File: config.mk
export PLATFORM = sky130hd
export DESIGN_NAME = gray_ptr_sync
export DESIGN_NICKNAME = d
export VERILOG_FILES = /design/src/rtl/gray_ptr_sync.sv
export SDC_FILE = /design/constraint.sdc
export NUM_CORES = 1
export LEC_CHECK = 0
export CORE_ASPECT_RATIO = 0.75
export CORE_MARGIN = 3
export CORE_UTILIZATION = 29
export DETAILED_ROUTE_END_ITERATION = 10
export PLACE_DENSITY = 0.63
export SYNTH_ARGS = -nofsm -noshare
export SYNTH_HDL_FRONTEND = slang
export SYNTH_SLANG_ARGS = --single-unit
File: constraint.sdc
create_clock -name dest_clk -period 2.4 [get_ports dest_clk]
set_input_delay 0.24 -clock dest_clk [delete_from_list [all_inputs] [get_ports dest_clk]]
set_output_delay 0.24 -clock dest_clk [all_outputs]
set_load 0.05 [all_outputs]
File: src/rtl/gray_ptr_sync.sv
// Multi-stage gray-code pointer synchronizer for async FIFO pointer crossings.
// Adds a registered binary decode, a per-step pulse and illegal-transition detection.
module gray_ptr_sync #(
   parameter int unsigned ASIZE  = 3,
   parameter int unsigned STAGES = 2
) (
   input  logic             dest_clk,
   input  logic             in_reset,
   input  logic [ASIZE:0]   async_signal,
   output logic [ASIZE:0]   sync_signal,
   output logic [ASIZE:0]   sync_bin,
   output logic             sync_valid,
   output logic             step,
   output logic             gray_err,
   output logic [7:0]       err_cnt
);

   localparam int unsigned PW   = ASIZE + 1;
   localparam int unsigned CW   = $clog2(STAGES + 2);
   localparam int unsigned FULL = STAGES + 1;

   if ((STAGES < 2) || (STAGES > 8)) begin : g_bad_stages
      $error("gray_ptr_sync: STAGES must be in 2..8");
   end

   logic [PW-1:0] chain_q [STAGES];
   logic [PW-1:0] chain_d [STAGES];
   logic [PW-1:0] cmp_q, cmp_d;
   logic [PW-1:0] sync_bin_q, sync_bin_d;
   logic [CW-1:0] cnt_q, cnt_d;
   logic          sync_valid_q, sync_valid_d;
   logic          step_q, step_d;
   logic          gray_err_q, gray_err_d;
   logic [7:0]    err_cnt_q, err_cnt_d;
   logic [PW-1:0] diff;
   logic          multi_bit;

   // Synchronizer chain: stage 0 samples the asynchronous pointer.
   always_comb begin
      chain_d[0] = async_signal;
      for (int k = 1; k < STAGES; k++) begin
         chain_d[k] = chain_q[k-1];
      end
   end

   assign sync_signal = chain_q[STAGES-1];

   // Decode, fill tracking and transition checks.
   always_comb begin
      for (int i = 0; i < PW; i++) begin
         sync_bin_d[i] = ^(sync_signal >> i);
      end
      cmp_d        = sync_signal;
      diff         = sync_signal ^ cmp_q;
      multi_bit    = (diff & (diff - PW'(1))) != '0;
      cnt_d        = (cnt_q == CW'(FULL)) ? cnt_q : cnt_q + CW'(1);
      sync_valid_d = (cnt_d == CW'(FULL));
      step_d       = 1'b0;
      gray_err_d   = gray_err_q;
      err_cnt_d    = err_cnt_q;
      if (sync_valid_q) begin
         step_d = (diff != '0);
         if (multi_bit) begin
            gray_err_d = 1'b1;
            if (err_cnt_q != 8'hFF) begin
               err_cnt_d = err_cnt_q + 8'd1;
            end
         end
      end
   end

   always_ff @(posedge dest_clk) begin
      if (in_reset) begin
         for (int k = 0; k < STAGES; k++) begin
            chain_q[k] <= '0;
         end
         cmp_q        <= '0;
         sync_bin_q   <= '0;
         cnt_q        <= '0;
         sync_valid_q <= 1'b0;
         step_q       <= 1'b0;
         gray_err_q   <= 1'b0;
         err_cnt_q    <= '0;
      end else begin
         for (int k = 0; k < STAGES; k++) begin
            chain_q[k] <= chain_d[k];
         end
         cmp_q        <= cmp_d;
         sync_bin_q   <= sync_bin_d;
         cnt_q        <= cnt_d;
         sync_valid_q <= sync_valid_d;
         step_q       <= step_d;
         gray_err_q   <= gray_err_d;
         err_cnt_q    <= err_cnt_d;
      end
   end

   assign sync_bin   = sync_bin_q;
   assign sync_valid = sync_valid_q;
   assign step       = step_q;
   assign gray_err   = gray_err_q;
   assign err_cnt    = err_cnt_q;

endmodule

# --- Word level (Yosys, flattened, before mapping) ---
# Memories as Yosys holds them, arrays and structs flattened.
# Index checks and enable logic that the tools add are counted.
word_totals:
  reg_bits: 21
  latchBits: 0
  mem_bits_rw: 8
  romBits: 0
  in_bits: 6
  out_inout_bits: 19
  wordCells: 34
  memories: 1
mem_list:
  columns: ["memory", "words", "width", "read_ports", "rd_ports_with_merged_regs", "wr", "line_no", "source"]
  rows:
  - ["chain_q", 2, 4, 2, 0, 2, "26", "logic [PW-1:0] chain_q [STAGES];"]
classes:
  add_sub_neg: 3
  n_mul: 0
  div: 0
  magnitude_cmp: 0
  eq_ne: 3
  shift: 0
  muxes: 6
  n_bitwise: 5
  n_reduce_logical: 9
ops:
  columns: ["cell", "n"]
  rows:
  - ["4-bit XOR reduction", 4]
  - ["8-bit by 1-bit adder with 8-bit output, second input constant", 1]
  - ["4-bit 2-to-1 mux", 2]
  - ["8-bit inequality test, second input constant", 1]
  - ["4-bit nonzero test", 2]
  - ["4-bit AND", 1]
  - ["2-bit == test, second input constant", 2]
  - ["4-bit by 1-bit subtractor with 4-bit output, second input constant", 1]
  - ["4-bit XOR", 1]
  - ["1-bit 2-to-1 mux", 3]
  - ["3-bit AND reduction", 1]
  - ["2-bit by 1-bit adder with 2-bit output, second input constant", 1]
  - ["2-bit 2-to-1 mux", 1]
  - ["1-bit OR", 2]
  - ["2-bit AND reduction", 1]
  - ["2-bit OR reduction", 1]
  - ["1-bit NOT", 1]

# --- Longest topological paths before layout ---
depth:
  ltp_word: 5
  ltp_mapped: 6
  mapped_depth_nobuf: 5

# --- Least setup slack after synthesis ---
# OpenSTA, ideal clock, no wires.
synth_timing:
  path_kind: "register to register"
  startpoint: "memory chain_q[0][5] (netlist name)"
  endpoint: "register err_cnt_q[5] (netlist: err_cnt[5])"
  setup_ps: 123
  t_arrival_ps: 2000
  slack_ps: 277
  path_stages_with_launch: 7
  path_buffers: 1
  path_cell_list: "dfxtp_1 -> xor2_1 -> a21boi_1 -> maj3_2 -> buf_6 -> nor4_4 -> mux2_1"
synth_rtl:
  columns: ["element", "line_no", "source"]
  rows:
  - ["from (decl)", "26", null]
  - ["to (signal assigned)", "94", "err_cnt_q <= err_cnt_d;"]
  - ["to (decl)", "34", "logic [7:0] err_cnt_q, err_cnt_d;"]

==> PnR_summary.wiki <==
{| class="wikitable"
! Metric !! Value
|-
| Number of nets in the finished design || 141
|-
| Skew-Pair Late Insertion Delay || 260 ps
|-
| Critical Path Fanout Max || 11
|-
| Worst Setup Start Kind || flop
|-
| Pwr Total || 0.8363 mW
|-
| Flip-flop and latch area || 560.5 µm²
|-
| Number of design rule violations left after detail routing || 0
|-
| Post-layout util || 0.4105
|-
| Number of max-cap violations || 0
|-
| Fraction of layout instances using a drive strength above 1 || 0.06061
|-
| Quantity of I/O buffers inserted on ports || 24
|-
| Setup TNS || 0 ps
|-
| Number of sinks on the clock net || 28
|-
| Worst Setup Path Type || flop to flop
|-
| Area of combinational cells with multiple inputs || 474.2 µm²
|-
| Std cell rows || 18
|-
| Sequential element share of the synthesized area || 0.5173
|-
| Clock root buffer || sky130_fd_sc_hd__clkbuf_8
|-
| Mapped cell area || 1084 µm²
|-
| Cts bufs inserted || 3
|-
| Relative max-transition margin || 0.5328
|-
| Number of endpoints with negative hold slack in the final report || 0
|-
| Type of element capturing the critical path || flop
|-
| # setup viols final || 0
|-
| Core outline area || 3423 µm²
|-
| Total gr overflow || 0
|-
| Async set or reset register ratio after synthesis || 0
|-
| Number of H-tree levels || 1
|-
| Final routed wirelength across all metal layers || 2021 µm
|-
| Die Footprint || 4513 µm²
|-
| Wire length of the first global-routing pass || 3726 µm
|-
| Vias per std cell || 4.357
|-
| Number of placed I/O pins || 25
|-
| DRT Pass-1 Iters || 4
|-
| Worst-case setup slack after placement || 450.4 ps
|-
| Outcome || finished clean
|-
| Required time of the critical path || 2560 ps
|-
| Detailed-placement wirelength estimate || 1520 µm
|-
| F_max || 0.5144 GHz
|-
| Flip-flop and latch count after synthesis || 28
|-
| Count of antenna-violating nets left after detailed routing || 0
|-
| Synthesis warning total || 0
|-
| Gate Count Post-Synth || 109
|-
| Minimum clock period || 1944 ps
|-
| Avg Synthesized Cell Area || 9.941 µm²
|-
| Count of instances resized after the clock tree is built || 0
|-
| GRT Overall Usage || 0.1010
|-
| Routed wire per std cell || 11.10 µm
|-
| Final weighted congestion of routability-driven global placement || 0.7457
|-
| Primary flip-flop cell chosen by synthesis mapping || sky130_fd_sc_hd__dfxtp_1
|-
| Type of the most critical hold path || flop to flop
|-
| Worst VDD drop || 0.2133 mV
|-
| Synthesis-to-finish area growth || 29.68%
|-
| Register clock-pin slew on the reported worst setup and hold paths || 90 ps
|-
| Die X-Extent || 76.58 µm
|-
| Synthesized Nets || 116
|-
| Design Area, Final || 1405 µm²
|-
| Cell variety after synth || 28
|-
| Leakage power summed over all cells || 0.5188 nW
|-
| Pin count of the biggest net entering global routing || 22
|-
| Clock tree from TritonCTS || yes
|-
| Die span in y || 58.94 µm
|-
| Longest Clk Path Bufs || 2
|-
| Number of synthesized flops with an enable pin || 0
|-
| PD cells || 595.2 nW/µm²
|-
| Number of hold-repair buffers added at the cts stage || 0
|-
| FILL cells || 360
|-
| Area share of the leading cell type in the synthesized netlist || 0.5173
|-
| Setup clock skew after layout || 1.533 ps
|-
| Placement-stage cell area || 1364 µm²
|-
| Most numerous cell types in the synthesized netlist || sky130_fd_sc_hd__dfxtp_1, sky130_fd_sc_hd__nor2b_1, sky130_fd_sc_hd__nor2_1
|-
| Total inserted antenna cells || 0
|-
| Via count of the first global-routing pass || 840
|-
| Leading post-synthesis cells by cell area || sky130_fd_sc_hd__dfxtp_1, sky130_fd_sc_hd__nor2b_1, sky130_fd_sc_hd__nor2_1
|-
| Worst Setup Slack, final || 455.8 ps
|-
| Cell type contributing the most total cell area after synthesis || sky130_fd_sc_hd__dfxtp_1
|-
| Unrepaired setup endpoints after global routing || no
|-
| Critical path data arrival time || 2100 ps
|-
| First-iteration detailed-routing DRC count || 30
|-
| Total vias in the final route || 793
|-
| Ratio of final minimum period to clock period || 0.8101
|-
| Initial core utilization || 0.3165
|-
| Setup repair bufs after CTS || 0
|-
| Most instantiated library cell after synthesis || sky130_fd_sc_hd__dfxtp_1
|-
| Number of antenna violations at the first check in global routing || 0
|-
| Worst Tran Pin Value || 698.6 ps
|-
| Final max-slew violation count || 0
|}
-- final cells by class --
class,count,area share
tap,50,0.04452
clock buffer,3,0.02939
sequential,28,0.3989
timing repair buffer,26,0.1817
inverter,3,0.008014
multi-input combinational,72,0.3375
-- per-stage QoR --
stage | instances | hold slack [ps]
3_3_place_gp | 179 | 419.6
5_1_grt | 182 | 459.4
2_1_floorplan | 109 | 368.2
3_5_place_dp | 179 | 422.6
4_1_cts | 182 | 443.5
6_report | 182 | 442.0
-- path summary, 6_finish.rpt --
path | start | to | slack [ps] | cells after the start
min | chain_q[0][3] | chain_q[0][7] | 440 | 1
max | chain_q[0][4] | err_cnt[3] | 460 | 5
max reg2reg | chain_q[0][4] | err_cnt[3] | 460 | 5
min reg2reg | chain_q[0][3] | chain_q[0][7] | 440 | 1
-- flip-flops by register name, summed over array words and instances (netlist names) --
| name | flops |
|---|---|
| chain_q | 8 |
| err_cnt | 8 |
| step | 1 |
| sync_valid | 1 |
| cnt_q | 2 |
| gray_err | 1 |
| cmp_q | 4 |
| sync_bin | 3 |
-- worst max-delay path: stages (launching register included) --
cell                       delay (ps)
sky130_fd_sc_hd__dfxtp_1          410
sky130_fd_sc_hd__xor2_1           210
sky130_fd_sc_hd__a21boi_1         100
sky130_fd_sc_hd__maj3_2           420
sky130_fd_sc_hd__nor4b_1          360
sky130_fd_sc_hd__mux2_1           350
-- layout by cell type, fill, tap and decap left out, types with 4 or more instances in the layout --
master / Yosys / final
sky130_fd_sc_hd__a21oi_1: 5 / 5
sky130_fd_sc_hd__clkdlybuf4s50_1: 0 / 24
sky130_fd_sc_hd__dfxtp_1: 28 / 28
sky130_fd_sc_hd__nor2_1: 12 / 12
sky130_fd_sc_hd__nor2b_1: 17 / 17
sky130_fd_sc_hd__xor2_1: 4 / 4
-- cell families (layout without fill, tap and decap cells) --
group	Yosys count	after routing	share of synthesized area
multiplexers	5	5	0.05081
buffers and inverters	9	32	0.04503
adder cells (fa/ha/maj)	2	2	0.02194
AO/OA/AOI/OAI	10	10	0.05196
XOR/XNOR	7	7	0.05658
AND/OR/NAND/NOR	48	48	0.2563
flip-flops	28	28	0.5173
-- layer usage --
| metal | track usage | share of wire |
|---|---|---|
| met4 | 0.01550 | 0 |
| met1 | 0.1236 | 0.50 |
| met2 | 0.1752 | 0.45 |
| met5 | 0 | 0 |
| met3 | 0.03823 | 0.057 |
-- report_power, final --
| part | switching (mW) | total (mW) | internal, mW |
|---|---|---|---|
| sequential | 0.00957 | 0.491 | 0.481 |
| clock | 0.130 | 0.242 | 0.112 |
| combinational | 0.0624 | 0.103 | 0.0408 |
No activity file was read; power rests on OpenSTA's default activity.
